## config.mk

```make
export PLATFORM = sky130hd
export DESIGN_NAME = ce_scaler_rs_flat
export DESIGN_NICKNAME = d
export VERILOG_FILES = /design/src/rtl/ce_scaler_rs_pkg.sv /design/src/rtl/ce_scaler_rs_if.sv /design/src/rtl/ce_scaler_rs_round_shift.sv /design/src/rtl/ce_scaler_rs.sv /design/src/flat_wrapper.sv
export SDC_FILE = /design/constraint.sdc
export NUM_CORES = 1
export LEC_CHECK = 0
export ABC_AREA = 1
export CORE_MARGIN = 2
export CORE_UTILIZATION = 45
export DETAILED_ROUTE_END_ITERATION = 10
export PLACE_DENSITY = 0.66
export SLEW_MARGIN = 5
export SYNTH_ARGS = -nofsm -noshare
export SYNTH_HDL_FRONTEND = slang
export SYNTH_HIERARCHICAL = 1
export SYNTH_SLANG_ARGS = --single-unit
export TNS_END_PERCENT = 100
```

## constraint.sdc

```tcl
create_clock -name clk -period 4.9 [get_ports clk]
set_clock_uncertainty 0.2 [all_clocks]
set_input_delay 0.98 -clock clk [delete_from_list [all_inputs] [get_ports clk]]
set_output_delay 0.98 -clock clk [all_outputs]
set_load 0.02 [all_outputs]
```

## src/rtl/ce_scaler_rs_pkg.sv

```systemverilog
// Shared CE constants and the saturating truncation helper used by every CE scaler.
// sat_trunc sign-extends a w_in-bit value, clamps it to w_out bits and returns it sign-extended to 64 bits.
package ce_pkg;
  localparam int CE_FFTPTS_W = 12;
  localparam int CE_ERR_W    = 2;

  function automatic logic signed [63:0] sat_trunc(input logic signed [63:0] value,
                                                   input int w_in, input int w_out);
    logic signed [63:0] v;
    logic signed [63:0] hi;
    logic signed [63:0] lo;
    v  = (value <<< (64 - w_in)) >>> (64 - w_in);
    hi = (64'sd1 <<< (w_out - 1)) - 64'sd1;
    lo = -(64'sd1 <<< (w_out - 1));
    if (v > hi) begin
      return hi;
    end else if (v < lo) begin
      return lo;
    end
    return v;
  endfunction
endpackage

```

## src/rtl/ce_scaler_rs_if.sv

```systemverilog
// Sink/source streaming bus of the CE output scaler, plus frame tags and saturation statistics.
// slave is the scaler's view, master the producer/consumer view.
interface ce_scaler_rs_if #(
  parameter int wDataIn  = 35,
  parameter int wDataOut = 16,
  parameter int wShift   = 5,
  parameter int wCnt     = 12
);
  import ce_pkg::*;

  logic                   sink_valid;
  logic                   sink_ready;
  logic [CE_ERR_W-1:0]    sink_error;
  logic                   sink_sop;
  logic                   sink_eop;
  logic [wDataIn-1:0]     sink_real;
  logic [wDataIn-1:0]     sink_imag;
  logic [CE_FFTPTS_W-1:0] fftpts_in;
  logic [wShift-1:0]      shift_in;
  logic                   source_valid;
  logic                   source_ready;
  logic [CE_ERR_W-1:0]    source_error;
  logic                   source_sop;
  logic                   source_eop;
  logic [wDataOut-1:0]    source_real;
  logic [wDataOut-1:0]    source_imag;
  logic [CE_FFTPTS_W-1:0] fftpts_out;
  logic [wCnt-1:0]        sat_count;
  logic                   sat_flag;

  modport slave (
    input  sink_valid, sink_error, sink_sop, sink_eop, sink_real, sink_imag,
           fftpts_in, shift_in, source_ready,
    output sink_ready, source_valid, source_error, source_sop, source_eop,
           source_real, source_imag, fftpts_out, sat_count, sat_flag
  );

  modport master (
    output sink_valid, sink_error, sink_sop, sink_eop, sink_real, sink_imag,
           fftpts_in, shift_in, source_ready,
    input  sink_ready, source_valid, source_error, source_sop, source_eop,
           source_real, source_imag, fftpts_out, sat_count, sat_flag
  );
endinterface

```

## src/rtl/ce_scaler_rs_round_shift.sv

```systemverilog
// Stage-1 datapath for one component: round-half-up then arithmetic right shift by s.
// Purely combinational; computed one bit wider than the input so the rounding add cannot overflow.
module ce_round_shift #(
  parameter int W_IN = 35,
  parameter int W_SH = 5
) (
  input  logic signed [W_IN-1:0] x,
  input  logic        [W_SH-1:0] s,
  output logic signed [W_IN:0]   t
);
  logic signed [W_IN:0] xe;
  logic signed [W_IN:0] rnd;

  always_comb begin
    xe  = {x[W_IN-1], x};
    rnd = '0;
    if (s != '0) begin
      rnd = (W_IN + 1)'(1) << (s - 1'b1);
    end
    t = (xe + rnd) >>> s;
  end
endmodule

```

## src/rtl/ce_scaler_rs.sv

```systemverilog
// CE output scaler: per-frame round/shift then saturate; 2-cycle latency, 1 beat/cycle, valid/ready backpressure
// with sink_ready combinational from source_ready. Saturation statistics built only with CE_SCALER_SATCNT_EN.
module ce_scaler_rs
  import ce_pkg::*;
#(
  parameter int wDataIn   = 35,
  parameter int wDataOut  = 16,
  parameter int wShift    = 5,
  parameter int SHIFT_MAX = 24,
  parameter int wCnt      = 12
) (
  input logic         clk,
  input logic         rst_n,
  ce_scaler_rs_if.slave bus
);
  localparam int wT = wDataIn + 1;
  localparam logic [wShift-1:0] SMAX = wShift'(SHIFT_MAX);

  logic adv1, adv2, acc;

  logic [wShift-1:0]      shift_q, shift_d, s_cur;
  logic [CE_FFTPTS_W-1:0] fft_q, fft_d, fft_cur;

  logic                   v1_q, v1_d;
  logic signed [wT-1:0]   t_re, t_im;
  logic signed [wT-1:0]   t_re_q, t_re_d, t_im_q, t_im_d;
  logic [CE_ERR_W-1:0]    err1_q, err1_d;
  logic                   sop1_q, sop1_d, eop1_q, eop1_d;
  logic [CE_FFTPTS_W-1:0] fft1_q, fft1_d;

  logic                   v2_q, v2_d;
  logic [wDataOut-1:0]    re_sat, im_sat;
  logic [wDataOut-1:0]    re2_q, re2_d, im2_q, im2_d;
  logic [CE_ERR_W-1:0]    err2_q, err2_d;
  logic                   sop2_q, sop2_d, eop2_q, eop2_d;
  logic [CE_FFTPTS_W-1:0] fft2_q, fft2_d;

  assign adv2 = !v2_q || bus.source_ready;
  assign adv1 = !v1_q || adv2;
  assign acc  = bus.sink_valid && adv1;

  ce_round_shift #(.W_IN(wDataIn), .W_SH(wShift)) u_rs_re (.x(bus.sink_real), .s(s_cur), .t(t_re));
  ce_round_shift #(.W_IN(wDataIn), .W_SH(wShift)) u_rs_im (.x(bus.sink_imag), .s(s_cur), .t(t_im));

  // A sop beat uses its own shift/fftpts immediately; later beats reuse the latched frame values.
  always_comb begin
    s_cur   = shift_q;
    fft_cur = fft_q;
    if (bus.sink_sop) begin
      s_cur   = (bus.shift_in > SMAX) ? SMAX : bus.shift_in;
      fft_cur = bus.fftpts_in;
    end
    shift_d = shift_q;
    fft_d   = fft_q;
    if (acc) begin
      shift_d = s_cur;
      fft_d   = fft_cur;
    end
  end

  always_comb begin
    v1_d   = v1_q;
    t_re_d = t_re_q;
    t_im_d = t_im_q;
    err1_d = err1_q;
    sop1_d = sop1_q;
    eop1_d = eop1_q;
    fft1_d = fft1_q;
    if (adv1) begin
      v1_d = bus.sink_valid;
    end
    if (acc) begin
      t_re_d = t_re;
      t_im_d = t_im;
      err1_d = bus.sink_error;
      sop1_d = bus.sink_sop;
      eop1_d = bus.sink_eop;
      fft1_d = fft_cur;
    end
  end

  always_comb begin
    re_sat = wDataOut'(sat_trunc(64'(t_re_q), wT, wDataOut));
    im_sat = wDataOut'(sat_trunc(64'(t_im_q), wT, wDataOut));
    v2_d   = v2_q;
    re2_d  = re2_q;
    im2_d  = im2_q;
    err2_d = err2_q;
    sop2_d = sop2_q;
    eop2_d = eop2_q;
    fft2_d = fft2_q;
    if (adv2) begin
      v2_d = v1_q;
    end
    if (adv2 && v1_q) begin
      re2_d  = re_sat;
      im2_d  = im_sat;
      err2_d = err1_q;
      sop2_d = sop1_q;
      eop2_d = eop1_q;
      fft2_d = fft1_q;
    end
  end

  always_ff @(posedge clk or negedge rst_n) begin
    if (!rst_n) begin
      shift_q <= '0;
      fft_q   <= '0;
      v1_q    <= 1'b0;
      t_re_q  <= '0;
      t_im_q  <= '0;
      err1_q  <= '0;
      sop1_q  <= 1'b0;
      eop1_q  <= 1'b0;
      fft1_q  <= '0;
      v2_q    <= 1'b0;
      re2_q   <= '0;
      im2_q   <= '0;
      err2_q  <= '0;
      sop2_q  <= 1'b0;
      eop2_q  <= 1'b0;
      fft2_q  <= '0;
    end else begin
      shift_q <= shift_d;
      fft_q   <= fft_d;
      v1_q    <= v1_d;
      t_re_q  <= t_re_d;
      t_im_q  <= t_im_d;
      err1_q  <= err1_d;
      sop1_q  <= sop1_d;
      eop1_q  <= eop1_d;
      fft1_q  <= fft1_d;
      v2_q    <= v2_d;
      re2_q   <= re2_d;
      im2_q   <= im2_d;
      err2_q  <= err2_d;
      sop2_q  <= sop2_d;
      eop2_q  <= eop2_d;
      fft2_q  <= fft2_d;
    end
  end

  assign bus.sink_ready   = adv1;
  assign bus.source_valid = v2_q;
  assign bus.source_real  = re2_q;
  assign bus.source_imag  = im2_q;
  assign bus.source_error = err2_q;
  assign bus.source_sop   = sop2_q;
  assign bus.source_eop   = eop2_q;
  assign bus.fftpts_out   = fft2_q;

`ifdef CE_SCALER_SATCNT_EN
  logic            sat2_q, sat2_d, sat_now;
  logic            fire, flag;
  logic [wCnt-1:0] run_q, run_d, cnt_q, cnt_d, base, run_inc;

  // A component clamped iff its saturated value, sign-extended back, differs from t.
  always_comb begin
    sat_now = ({{(wT - wDataOut){re_sat[wDataOut-1]}}, re_sat} != t_re_q) ||
              ({{(wT - wDataOut){im_sat[wDataOut-1]}}, im_sat} != t_im_q);
    sat2_d  = sat2_q;
    if (adv2 && v1_q) begin
      sat2_d = sat_now;
    end
  end

  always_comb begin
    fire    = v2_q && bus.source_ready;
    base    = sop2_q ? '0 : run_q;
    run_inc = (sat2_q && (base != '1)) ? base + wCnt'(1) : base;
    run_d   = run_q;
    cnt_d   = cnt_q;
    flag    = 1'b0;
    if (fire) begin
      run_d = run_inc;
      if (eop2_q) begin
        cnt_d = run_inc;
        flag  = (run_inc != '0);
      end
    end
  end

  always_ff @(posedge clk or negedge rst_n) begin
    if (!rst_n) begin
      sat2_q <= 1'b0;
      run_q  <= '0;
      cnt_q  <= '0;
    end else begin
      sat2_q <= sat2_d;
      run_q  <= run_d;
      cnt_q  <= cnt_d;
    end
  end

  assign bus.sat_count = cnt_q;
  assign bus.sat_flag  = flag;
`else
  assign bus.sat_count = '0;
  assign bus.sat_flag  = 1'b0;
`endif
endmodule

```

## src/flat_wrapper.sv

```systemverilog
// flat-port wrapper written by rule: the top's interface ports become plain ports
module ce_scaler_rs_flat import ce_pkg::*;
#(
  parameter int wDataIn   = 35,
  parameter int wDataOut  = 16,
  parameter int wShift    = 5,
  parameter int SHIFT_MAX = 24,
  parameter int wCnt      = 12
)
  (clk, rst_n, bus_sink_valid, bus_sink_error, bus_sink_sop, bus_sink_eop, bus_sink_real, bus_sink_imag, bus_fftpts_in, bus_shift_in, bus_source_ready, bus_sink_ready, bus_source_valid, bus_source_error, bus_source_sop, bus_source_eop, bus_source_real, bus_source_imag, bus_fftpts_out, bus_sat_count, bus_sat_flag);
  ce_scaler_rs_if #(.wDataIn(wDataIn), .wDataOut(wDataOut), .wShift(wShift), .wCnt(wCnt)) bus_i ();
  input logic clk;
  input logic rst_n;
  input wire logic [$bits(bus_i.sink_valid)-1:0] bus_sink_valid;
  input wire logic [$bits(bus_i.sink_error)-1:0] bus_sink_error;
  input wire logic [$bits(bus_i.sink_sop)-1:0] bus_sink_sop;
  input wire logic [$bits(bus_i.sink_eop)-1:0] bus_sink_eop;
  input wire logic [$bits(bus_i.sink_real)-1:0] bus_sink_real;
  input wire logic [$bits(bus_i.sink_imag)-1:0] bus_sink_imag;
  input wire logic [$bits(bus_i.fftpts_in)-1:0] bus_fftpts_in;
  input wire logic [$bits(bus_i.shift_in)-1:0] bus_shift_in;
  input wire logic [$bits(bus_i.source_ready)-1:0] bus_source_ready;
  output wire logic [$bits(bus_i.sink_ready)-1:0] bus_sink_ready;
  output wire logic [$bits(bus_i.source_valid)-1:0] bus_source_valid;
  output wire logic [$bits(bus_i.source_error)-1:0] bus_source_error;
  output wire logic [$bits(bus_i.source_sop)-1:0] bus_source_sop;
  output wire logic [$bits(bus_i.source_eop)-1:0] bus_source_eop;
  output wire logic [$bits(bus_i.source_real)-1:0] bus_source_real;
  output wire logic [$bits(bus_i.source_imag)-1:0] bus_source_imag;
  output wire logic [$bits(bus_i.fftpts_out)-1:0] bus_fftpts_out;
  output wire logic [$bits(bus_i.sat_count)-1:0] bus_sat_count;
  output wire logic [$bits(bus_i.sat_flag)-1:0] bus_sat_flag;
  assign bus_i.sink_valid = bus_sink_valid;
  assign bus_i.sink_error = bus_sink_error;
  assign bus_i.sink_sop = bus_sink_sop;
  assign bus_i.sink_eop = bus_sink_eop;
  assign bus_i.sink_real = bus_sink_real;
  assign bus_i.sink_imag = bus_sink_imag;
  assign bus_i.fftpts_in = bus_fftpts_in;
  assign bus_i.shift_in = bus_shift_in;
  assign bus_i.source_ready = bus_source_ready;
  assign bus_sink_ready = bus_i.sink_ready;
  assign bus_source_valid = bus_i.source_valid;
  assign bus_source_error = bus_i.source_error;
  assign bus_source_sop = bus_i.source_sop;
  assign bus_source_eop = bus_i.source_eop;
  assign bus_source_real = bus_i.source_real;
  assign bus_source_imag = bus_i.source_imag;
  assign bus_fftpts_out = bus_i.fftpts_out;
  assign bus_sat_count = bus_i.sat_count;
  assign bus_sat_flag = bus_i.sat_flag;
  ce_scaler_rs #(.wDataIn(wDataIn), .wDataOut(wDataOut), .wShift(wShift), .SHIFT_MAX(SHIFT_MAX), .wCnt(wCnt)) u_core (.clk(clk), .rst_n(rst_n), .bus(bus_i));
endmodule
```

==> flow_summary.toml, run 1 <==
[synth]
synth_area_mm2 = 0.0149
yosys_register_bits = 143
synth_edf_count = 0
synth_async_sr_flop_share_pct = 100
synth_cell_types = 39
synth_cells = 2549
synthDominantAreaCellType = "sky130_fd_sc_hd__nand2_1"
post-synth-top-area-fraction_pct = 24.2
synth_top_flop_cell = "sky130_fd_sc_hd__dfrtp_1"
synth_area_per_cell_um2 = 5.86
yosysSeqAreaShare_pct = 24.0
ys.warnings.count = 6
ys_top_cells_by_area = "sky130_fd_sc_hd__nand2_1 24%, sky130_fd_sc_hd__dfrtp_1 24%, sky130_fd_sc_hd__nand3_1 16%"

[power]
design_power_total_mw = 5.93
static-leakage-power_nw = 9.97
power_density_mw_per_mm2 = 305
power.ir.vdd_worst_uv = 293

[hold_path]
min-delay-path-class = "flop to flop"
hold_path_depth = 2
end_point_of_the_most_critical_hold_path = "u_core/bus.fftpts_out[1]"
min_from = "u_core/fft1_q[1]"

[critical_path]
path_common_cell = "sky130_fd_sc_hd__nand2_1"
r2r_end = "u_core/t_re_q[19]"
regToRegSetupSlack_ns = 0.87
critPathLaunchType = "input port"
critical_path.max_stage_delay_ns = 0.41
critical_path.max_fanout = 5
rr_worst_depth = 28
timing.critical_path.slowest_stage_cell = "sky130_fd_sc_hd__clkdlybuf4s50_1"
r2r-start = "u_core/shift_q[0]"
cp_data_required_time_ns = 5.00
critical_path_arrival_ns = 4.72
worst_setup_path_end_kind = "flop"
worstSetupPathType = "input port to flop"

[placed_design]
gp_routability_congestion = 0.993
number_of_placed_instances_with_taps_included = 3254
numPortBuffers = 144
post-dp-hpwl_um = 41300
post-place-ws_ns = -0.731

[status]
run_status = "completed"

[timing]
hold-worst-slack_ns = 0.264
max_slew.worst_pin.slew_ns = 0.774
timing_hold_violations_final = 0
fin_ws_ns = 0.274
count_of_final_setup_violators = 0
slew_headroom_pct = 48.4
rsz0062_at_grt = "true"
achievable-frequency_mhz = 216
final_period_demand_of_the_worst_path_ns = 4.63
final_worst_path_period_share_pct = 94.4
finalMaxSlewViolations = 0

[layout]
final_layout_size_suffix_gt1_share_pct = 17.0
layout-area-overhead-vs-synth_pct = 30.3
total_inserted_antenna_cells = 0
filler_cells = 3269
finish.net_count = 2999
layoutNonFillerInstCount = 3293
layout_commonest_cell = "sky130_fd_sc_hd__nand2_1"
layout_common_cells = "938 x sky130_fd_sc_hd__nand2_1, 449 x sky130_fd_sc_hd__nand3_1, 218 x sky130_fd_sc_hd__buf_4, 216 x sky130_fd_sc_hd__nor2_1, 163 x sky130_fd_sc_hd__inv_1"

[die]
ios = 158
row_count = 66
die_area_mm2 = 0.0346
die_w_um = 186
design.core.area_mm2 = 0.0326
die_h_um = 186
start_util_pct = 45.8

[global_routing]
antenna_found_initial = 0
wire_length_of_the_first_global_routing_pass_um = 82300
grt_overflow_total = 0
global_route.usage.total_pct = 29.6
grt_pass1_vias = 15900
grt_max_degree = 86

[route]
drcViolationCount = 0
ant_nets = 0
vias_per_cell = 5.35
num_vias = 17600
wl_per_cell_um = 15.7
drt_pass1_iterations = 6
detailedRoute.firstIterationViolations = 1833
drt-total-wl_um = 51800

[clocking]
tritoncts = "done"
clk-insertion-delay-late_ns = 0.42
cts_root_buffer = "sky130_fd_sc_hd__clkbuf_16"
cts-htree-levels = 4
cts_max_path_buffers = 2
cts.sinks = 143
cts_buf_count = 17
ctsHoldBuffers = 0
path_clk_slew_ns = 0.06

[flow_run]
maxCapViolCount = 0
## worst max path at each step
stage | startpoint | endpoint | depth (start not counted)
2_1_floorplan | bus_sink_sop | u_core/t_im_q[19] | 29
3_3_place_gp | bus_shift_in[4] | u_core/t_re_q[0] | 32
3_5_place_dp | bus_shift_in[4] | u_core/t_re_q[13] | 32
4_1_cts | bus_sink_sop | u_core/t_im_q[17] | 29
5_1_grt | bus_shift_in[0] | u_core/t_im_q[18] | 32
6_report | bus_shift_in[0] | u_core/t_re_q[19] | 30
## area by class of cell
type	count	area, um^2	area share [%]
Sequential cell	143	3580	18.4
Multi-Input combinational cell	2120	10700	55.1
Clock inverter	14	158	0.810
Timing Repair Buffer	376	3320	17.1
Clock buffer	18	439	2.26
Tap cell	442	553	2.84
Inverter	180	682	3.50
## kinds of logic (layout without fill, tap and decap cells)
| group | Yosys count | after routing | synth area share (%) |
|---|---|---|---|
| simple gates | 1780 | 1780 | 50.8 |
| buf+inv | 298 | 588 | 8.49 |
| compound gates | 221 | 221 | 8.75 |
| flops | 143 | 143 | 24.0 |
| fa+ha+maj | 66 | 66 | 5.63 |
| xor+xnor | 32 | 32 | 1.88 |
| mux | 6 | 6 | 0.402 |
| other cells | 3 | 15 | 0.0754 |
## per-layer routing
layer | up-vias | global-route usage, % | share of wire (%)
met5 | - | 0 | 0
met4 | 0 | 5.35 | 1.1
met3 | 39 | 3.21 | 7.3
met2 | 676 | 42.8 | 41
met1 | 8036 | 47.3 | 50
li1 | 8861 | - | -
## power breakdown
| group | internal (mW) | leakage (nW) | switching, mW | total (mW) |
|---|---|---|---|---|
| Sequential | 1.50 | 1.71 | 0.196 | 1.70 |
| Clock | 0.770 | 0.283 | 0.507 | 1.28 |
| Combinational | 1.15 | 7.98 | 1.81 | 2.96 |
| Total | 3.42 | 9.97 | 2.51 | 5.93 |
## per-stage QoR
stage | utilization [%] | TNS [ns] | area [um^2]
after floorplan | - | 0 | 15000
after global placement | 55.8 | -40.56 | 18200
after detailed placement | 55.8 | -43.05 | 18200
after CTS | 58.0 | -0.00270 | 18900
after global routing | 59.7 | -0.0570 | 19500
final | 59.7 | 0 | 19500
## repair_timing
action | 4_1_cts | 5_1_grt
buffers inserted | 1 | 5
pin swaps | 3 | 13
gates resized for setup | 34 | 125
setup endpoints to repair | 70 | 70
hold endpoints to repair | 0 | 0
cloned | 0 | 1
## worst max-delay path, delay by kind of cell
kind	cells	cell delay (ns)
and+or+nand+nor	22	2.19
buffers and inverters	6	1.03
adders and majority gates	1	0.39
AOI/OAI and AO/OA	1	0.11
## cell usage after synthesis (14+ instances only)
master                       n
sky130_fd_sc_hd__a21oi_1    81
sky130_fd_sc_hd__a21oi_2    22
sky130_fd_sc_hd__buf_2      47
sky130_fd_sc_hd__buf_4      16
sky130_fd_sc_hd__clkbuf_1   38
sky130_fd_sc_hd__dfrtp_1   143
sky130_fd_sc_hd__ha_1       64
sky130_fd_sc_hd__inv_1     165
sky130_fd_sc_hd__nand2_1   961
sky130_fd_sc_hd__nand2_2    20
sky130_fd_sc_hd__nand3_1   488
sky130_fd_sc_hd__nand3_2    17
sky130_fd_sc_hd__nor2_1    240
sky130_fd_sc_hd__nor3_1     18
sky130_fd_sc_hd__o211ai_1   14
sky130_fd_sc_hd__o21ai_0    60
sky130_fd_sc_hd__o21ai_1    24
sky130_fd_sc_hd__xor2_1     26
## state kept, by name, indices dropped and copies added, names as in the netlist
name / cells
u_core/t_im_q: 36
u_core/t_re_q: 36
u_core/bus.source_imag: 16
u_core/bus.source_real: 16
u_core/bus.fftpts_out: 12
u_core/fft1_q: 12
u_core/shift_q: 5
u_core/bus.source_error: 2
u_core/err1_q: 2
u_core/bus.source_eop: 1
u_core/bus.source_sop: 1
u_core/bus.source_valid: 1
u_core/eop1_q: 1
u_core/sop1_q: 1
u_core/v1_q: 1
Note: power is estimated with default switching activity, not from simulation.
==> inputs of run 2 (changes only) <==
MAX_ROUTING_LAYER = met4   (was unset)
==> run 2 against run 1 <==
Setup slack improved by 0.019 ns; worst hold slack better by 0.0022 ns; maximum frequency up 0.41%; wire length is 1.0% higher; total power shrank 0.88%; sequential power hardly changed; design area decreased by 1.0%; final cell count decreased by 0.15%; sequential share of layout area up 0.19 points; critical endpoint is now u_core/t_re_q[17]; largest power group unchanged.
==> flow_summary.toml, run 2 (synthesis gave the netlist of run 1 again) <==
[timing]
final_worst_path_period_share_pct = 94.0
setup-tns-final_ns = 0
max_slew.worst_pin.slew_ns = 0.797
final_period_demand_of_the_worst_path_ns = 4.61
hold-worst-slack_ns = 0.266
count_of_final_setup_violators = 0
achievable-frequency_mhz = 217
fin_ws_ns = 0.293
finalMaxSlewViolations = 0
timing_hold_violations_final = 0
slew_headroom_pct = 46.9

[global_routing]
grt_max_degree = 88
grt_pass1_vias = 15900
global_route.usage.total_pct = 31.1
antenna_found_initial = 0
wire_length_of_the_first_global_routing_pass_um = 83500
grt_overflow_total = 0

[critical_path]
regToRegSetupSlack_ns = 0.91
r2r-start = "u_core/shift_q[0]"
critical_path_arrival_ns = 4.68
critical_path.max_fanout = 6
worst_setup_path_end_kind = "flop"
cp_data_required_time_ns = 4.97
rr_worst_depth = 26
r2r_end = "u_core/t_re_q[17]"
worstSetupPathType = "input port to flop"
critPathLaunchType = "input port"

[power]
switchingPower_mw = 2.46
share_clk_of_total_power_pct = 21.2
power.share.sequential_pct = 28.9
static-leakage-power_nw = 9.91
power.ir.vdd_worst_uv = 316
power_report.internal_total_mw = 3.42
design_power_total_mw = 5.88
power_density_mw_per_mm2 = 305
p_sw_share_pct = 41.9
power.share.combinational_pct = 50.0

[die]
design.core.area_mm2 = 0.0326
die_h_um = 186
row_count = 66
ios = 158
die_area_mm2 = 0.0346
start_util_pct = 45.8
die_w_um = 186

[hold_path]
min_from = "u_core/fft1_q[6]"
end_point_of_the_most_critical_hold_path = "u_core/bus.fftpts_out[6]"
min-delay-path-class = "flop to flop"
hold_path_depth = 2

[layout]
layout_commonest_cell = "sky130_fd_sc_hd__nand2_1"
layout-area-overhead-vs-synth_pct = 29.1
total_inserted_antenna_cells = 0
layout_common_cells = "945 x sky130_fd_sc_hd__nand2_1, 460 x sky130_fd_sc_hd__nand3_1, 219 x sky130_fd_sc_hd__buf_4, 216 x sky130_fd_sc_hd__nor2_1, 162 x sky130_fd_sc_hd__inv_1"
filler_cells = 3309
finish.net_count = 2995
reg.largest.list = "u_core/t_im_q: 36 flops, u_core/t_re_q: 36 flops"
final_layout_size_suffix_gt1_share_pct = 15.9

[clocking]
cts_max_path_buffers = 2
ctsHoldBuffers = 0
cts.sinks = 143
clk-insertion-delay-late_ns = 0.42
path_clk_slew_ns = 0.06
cts-htree-levels = 4
cts_root_buffer = "sky130_fd_sc_hd__clkbuf_16"
cts_buf_count = 17
tritoncts = "done"

[route]
wl_per_cell_um = 15.9
wl_met2_um = 21300
detailedRoute.firstIterationViolations = 1839
drcViolationCount = 0
vias_per_cell = 5.35
wl_met3_um = 4400
top_layer = "met4"
num_vias = 17600
drt-total-wl_um = 52300
wirelength_met1_um = 26100
ant_nets = 0
drt_pass1_iterations = 6

[placed_design]
post-place-ws_ns = -0.631
gp_routability_congestion = 0.984
numPortBuffers = 144
post-dp-hpwl_um = 41500

[status]
run_status = "completed"

[flow_run]
maxCapViolCount = 0
run 2: cell type report:
| class | count | area [um^2] | share of cell area, % |
|---|---|---|---|
| Sequential cell | 143 | 3580 | 18.6 |
| Tap cell | 442 | 553 | 2.87 |
| Timing Repair Buffer | 372 | 3240 | 16.8 |
| Inverter | 180 | 676 | 3.51 |
| Multi-Input combinational cell | 2120 | 10700 | 55.3 |
| Clock buffer | 25 | 485 | 2.52 |
| Clock inverter | 6 | 82.6 | 0.429 |
run 2: metrics by stage:
| step | util, % | cells | instance area [um^2] |
|---|---|---|---|
| floorplan | - | 2561 | 15000 |
| global placement | 55.6 | 3251 | 18100 |
| detailed placement | 55.6 | 3251 | 18100 |
| CTS | 57.6 | 3282 | 18800 |
| global route | 59.1 | 3288 | 19300 |
| finish | 59.1 | 3288 | 19300 |
run 2: worst max path at each step:
stage	startpoint	to	slack, ns
floorplan	bus_sink_sop	u_core/t_im_q[19]	0.53
global placement	bus_sink_sop	u_core/t_re_q[17]	-0.65
detailed placement	bus_shift_in[3]	u_core/t_re_q[17]	-0.63
CTS	bus_sink_sop	u_core/t_re_q[17]	-0.0008
global route	bus_shift_in[0]	u_core/t_re_q[5]	-0.03
finish	bus_shift_in[0]	u_core/t_re_q[17]	0.29
run 2: timing repair:
item                       in CTS  in global routing
setup buffers                   0                  6
setup endpoints to repair      70                 70
resized for setup              23                111
pin swaps                       2                 10
run 2: critical path, stage by stage:
cell	delay, ns
sky130_fd_sc_hd__clkdlybuf4s50_1	0.42
sky130_fd_sc_hd__nand2_2	0.11
sky130_fd_sc_hd__o21ai_4	0.11
sky130_fd_sc_hd__buf_4	0.16
sky130_fd_sc_hd__nor2_2	0.13
sky130_fd_sc_hd__inv_2	0.07
sky130_fd_sc_hd__nor2_4	0.11
sky130_fd_sc_hd__nand2_1	0.09
sky130_fd_sc_hd__nand2_2	0.10
sky130_fd_sc_hd__buf_4	0.16
sky130_fd_sc_hd__nor2_1	0.06
sky130_fd_sc_hd__ha_1	0.34
sky130_fd_sc_hd__nand2_1	0.13
sky130_fd_sc_hd__nor2_1	0.16
sky130_fd_sc_hd__inv_1	0.11
sky130_fd_sc_hd__nor2_1	0.21
sky130_fd_sc_hd__nand3_1	0.17
sky130_fd_sc_hd__nand2_1	0.10
sky130_fd_sc_hd__nand2_1	0.10
sky130_fd_sc_hd__nand3_1	0.15
sky130_fd_sc_hd__nand3_2	0.12
sky130_fd_sc_hd__nand3_2	0.14
sky130_fd_sc_hd__nand3_1	0.11
sky130_fd_sc_hd__nand3_1	0.10
sky130_fd_sc_hd__nand2_1	0.07
sky130_fd_sc_hd__nand2_1	0.07
sky130_fd_sc_hd__o21ai_1	0.09
run 2: power groups by stage:
| stage | logic, mW | registers (mW) | clock network [mW] |
|---|---|---|---|
| final | 2.94 | 1.70 | 1.24 |
| after global routing | 3.25 | 1.74 | 1.32 |
| after CTS | 2.84 | 1.70 | 1.27 |
| after detailed placement | 2.81 | 1.72 | 0 |
| after global placement | 2.80 | 1.70 | 0 |
| after floorplan | 1.64 | 1.83 | 0 |
run 2: metal layers:
metal / vias to the layer above / track usage [%]
li1: 8837 / -
met1: 8009 / 48.0
met2: 712 / 43.2
met3: 30 / 4.17
met4: 0 / 5.07
met5: - / -
==> inputs of run 3 (changes only) <==
CELL_PAD_IN_SITES_DETAIL_PLACEMENT = 1   (was unset)
CELL_PAD_IN_SITES_GLOBAL_PLACEMENT = 2   (was unset)
CORE_UTILIZATION = 31   (was 45)
PLACE_DENSITY = unset   (was 0.66)
PLACE_DENSITY_LB_ADDON = 0.1   (was unset)
==> run 3 against run 2 <==
Register-to-register slack got worse by 0.16 ns; maximum frequency is 2.5% lower; setup slack worse by 0.12 ns; utilization shrank 17 points; global-route usage fell by 5.4 points; critical path depth increased by 4; first-iteration DRC count is 38% lower; count of clock-buffer cells in the layout decreased by 5; critical endpoint is now u_core/t_im_q[29]; die area is 44% higher; wire length is 20% higher; highest routed layer unchanged; sequential power barely moved.
==> flow_summary.toml, run 3 (synthesis gave the netlist of run 1 again) <==
[route]
wl_met2_um = 27100
drt-total-wl_um = 63000
drt_pass1_iterations = 5
num_vias = 17900
wl_per_cell_um = 18.0
ant_nets = 0
wirelength_met1_um = 33700
vias_per_cell = 5.11
drcViolationCount = 0
detailedRoute.firstIterationViolations = 1149
top_layer = "met4"
wl_met3_um = 1760

[clocking]
ctsHoldBuffers = 0
cts_max_path_buffers = 2
cts-htree-levels = 4
cts.sinks = 143
path_clk_slew_ns = 0.06
clk-insertion-delay-late_ns = 0.43
cts_buf_count = 17
tritoncts = "done"
cts_root_buffer = "sky130_fd_sc_hd__clkbuf_16"

[die]
die_area_mm2 = 0.0499
ios = 158
die_h_um = 223
die_w_um = 223
row_count = 80
start_util_pct = 31.3
design.core.area_mm2 = 0.0476

[flow_run]
maxCapViolCount = 0

[layout]
layout-area-overhead-vs-synth_pct = 35.4
layout_common_cells = "918 x sky130_fd_sc_hd__nand2_1, 438 x sky130_fd_sc_hd__nand3_1, 253 x sky130_fd_sc_hd__buf_4, 193 x sky130_fd_sc_hd__nor2_1, 163 x sky130_fd_sc_hd__inv_1"
total_inserted_antenna_cells = 0
reg.largest.list = "u_core/t_im_q: 36 flops, u_core/t_re_q: 36 flops"
layoutNonFillerInstCount = 3497
layout_commonest_cell = "sky130_fd_sc_hd__nand2_1"
finish.net_count = 3031
combined_area_of_the_multi_input_logic_cells_mm2 = 0.0110
reg_area_mm2 = 0.00358
filler_cells = 6368
final_layout_size_suffix_gt1_share_pct = 20.7

[placed_design]
numPortBuffers = 144
post-dp-hpwl_um = 51100
gp_routability_congestion = 0.929
number_of_placed_instances_with_taps_included = 3460

[critical_path]
worstSetupPathType = "input port to flop"
path_common_cell = "sky130_fd_sc_hd__nand2_1"
critical_path_arrival_ns = 4.84
cp_data_required_time_ns = 5.02
critical_path.max_fanout = 5
timing.critical_path.slowest_stage_cell = "sky130_fd_sc_hd__fa_2"
critical_path.max_stage_delay_ns = 0.37
critPathLaunchType = "input port"
worst_setup_path_end_kind = "flop"

[global_routing]
grt_overflow_total = 0
global_route.usage.total_pct = 25.7
antenna_found_initial = 0
grt_pass1_vias = 18000
grt_max_degree = 144
wire_length_of_the_first_global_routing_pass_um = 100000

[timing]
slew_headroom_pct = 44.9
final_period_demand_of_the_worst_path_ns = 4.73
final_worst_path_period_share_pct = 96.4
achievable-frequency_mhz = 212
count_of_final_setup_violators = 0
finalMaxSlewViolations = 0
rsz0062_at_grt = "true"
setup-tns-final_ns = 0
timing_hold_violations_final = 0
max_slew.worst_pin.slew_ns = 0.827

[power]
static-leakage-power_nw = 10.2
power_density_mw_per_mm2 = 308
power.ir.vdd_worst_uv = 267

[hold_path]
min-delay-path-class = "flop to flop"

[status]
run_status = "completed"
[run 3: cell types whose count changed in the layout (fill, tap and decap cells not counted), moves of 20 or more]
| cell | previous run | this run |
|---|---|---|
| sky130_fd_sc_hd__buf_4 | 219 | 253 |
| sky130_fd_sc_hd__nand2_1 | 945 | 918 |
| sky130_fd_sc_hd__nand2_2 | 34 | 60 |
| sky130_fd_sc_hd__nor2_1 | 216 | 193 |
| sky130_fd_sc_hd__nand3_1 | 460 | 438 |
| sky130_fd_sc_hd__nand3_2 | 45 | 67 |
| sky130_fd_sc_hd__nor2_2 | 29 | 49 |
[run 3: through the flow]
step | hold slack, ns | util (%) | cell area [um^2] | power (mW) | setup WS [ns]
after floorplan | 0.242 | - | 15000 | 3.47 | 0.527
after global placement | 0.248 | 39.2 | 18700 | 4.66 | -0.793
after detailed placement | 0.264 | 39.2 | 18700 | 4.73 | -0.920
after CTS | 0.277 | 40.8 | 19400 | 6.16 | 0.131
after global routing | 0.300 | 42.4 | 20200 | 6.68 | -0.0612
final | 0.276 | 42.4 | 20200 | 6.22 | 0.174
[run 3: worst max-delay path, delay by kind of cell]
kind,cells,cell delay (ns)
AOI/OAI and AO/OA,2,0.38
and+or+nand+nor,23,2.27
buffers and inverters,5,0.86
adders and majority gates,1,0.37
[run 3: what timing repair did]
item                       4_1_cts  5_1_grt
setup endpoints to repair       70       70
pin swaps                        2       21
buffers inserted                 2        4
gates resized for setup         41      202
[run 3: area by class of cell]
type / instances / area share (%)
Multi-Input combinational cell: 2120 / 54.6
Sequential cell: 143 / 17.7
Timing Repair Buffer: 408 / 17.4
Tap cell: 615 / 3.81
Inverter: 180 / 3.37
Clock buffer: 20 / 2.31
Clock inverter: 11 / 0.805
[run 3: power breakdown]
part / total (mW) / internal, mW / switching, mW
Sequential: 1.71 / 1.50 / 0.207
Combinational: 3.13 / 1.19 / 1.94
Clock: 1.38 / 0.886 / 0.491
Total: 6.22 / 3.58 / 2.64
[run 3: final timing paths]
check                             startpoint                          to  slack [ns]  cells past startpoint
setup / recovery             bus_shift_in[3]           u_core/t_im_q[29]        0.17                     31
hold / removal              u_core/fft1_q[6]            u_core/fft1_q[6]        0.28                      2
setup reg to reg           u_core/shift_q[0]           u_core/t_im_q[29]        0.75                     29
hold reg to reg             u_core/fft1_q[6]            u_core/fft1_q[6]        0.28                      2
max in group asynchronous              rst_n            u_core/t_re_q[7]        3.43                      2
min in group asynchronous              rst_n  u_core/bus.source_imag[14]        0.42                      2
[run 3: per-layer routing]
layer | vias to the layer above | GRT usage, %
met4 | 0 | 3.29
li1 | 8891 | -
met3 | 23 | 1.80
met5 | - | -
met2 | 289 | 38.1
met1 | 8674 | 39.0
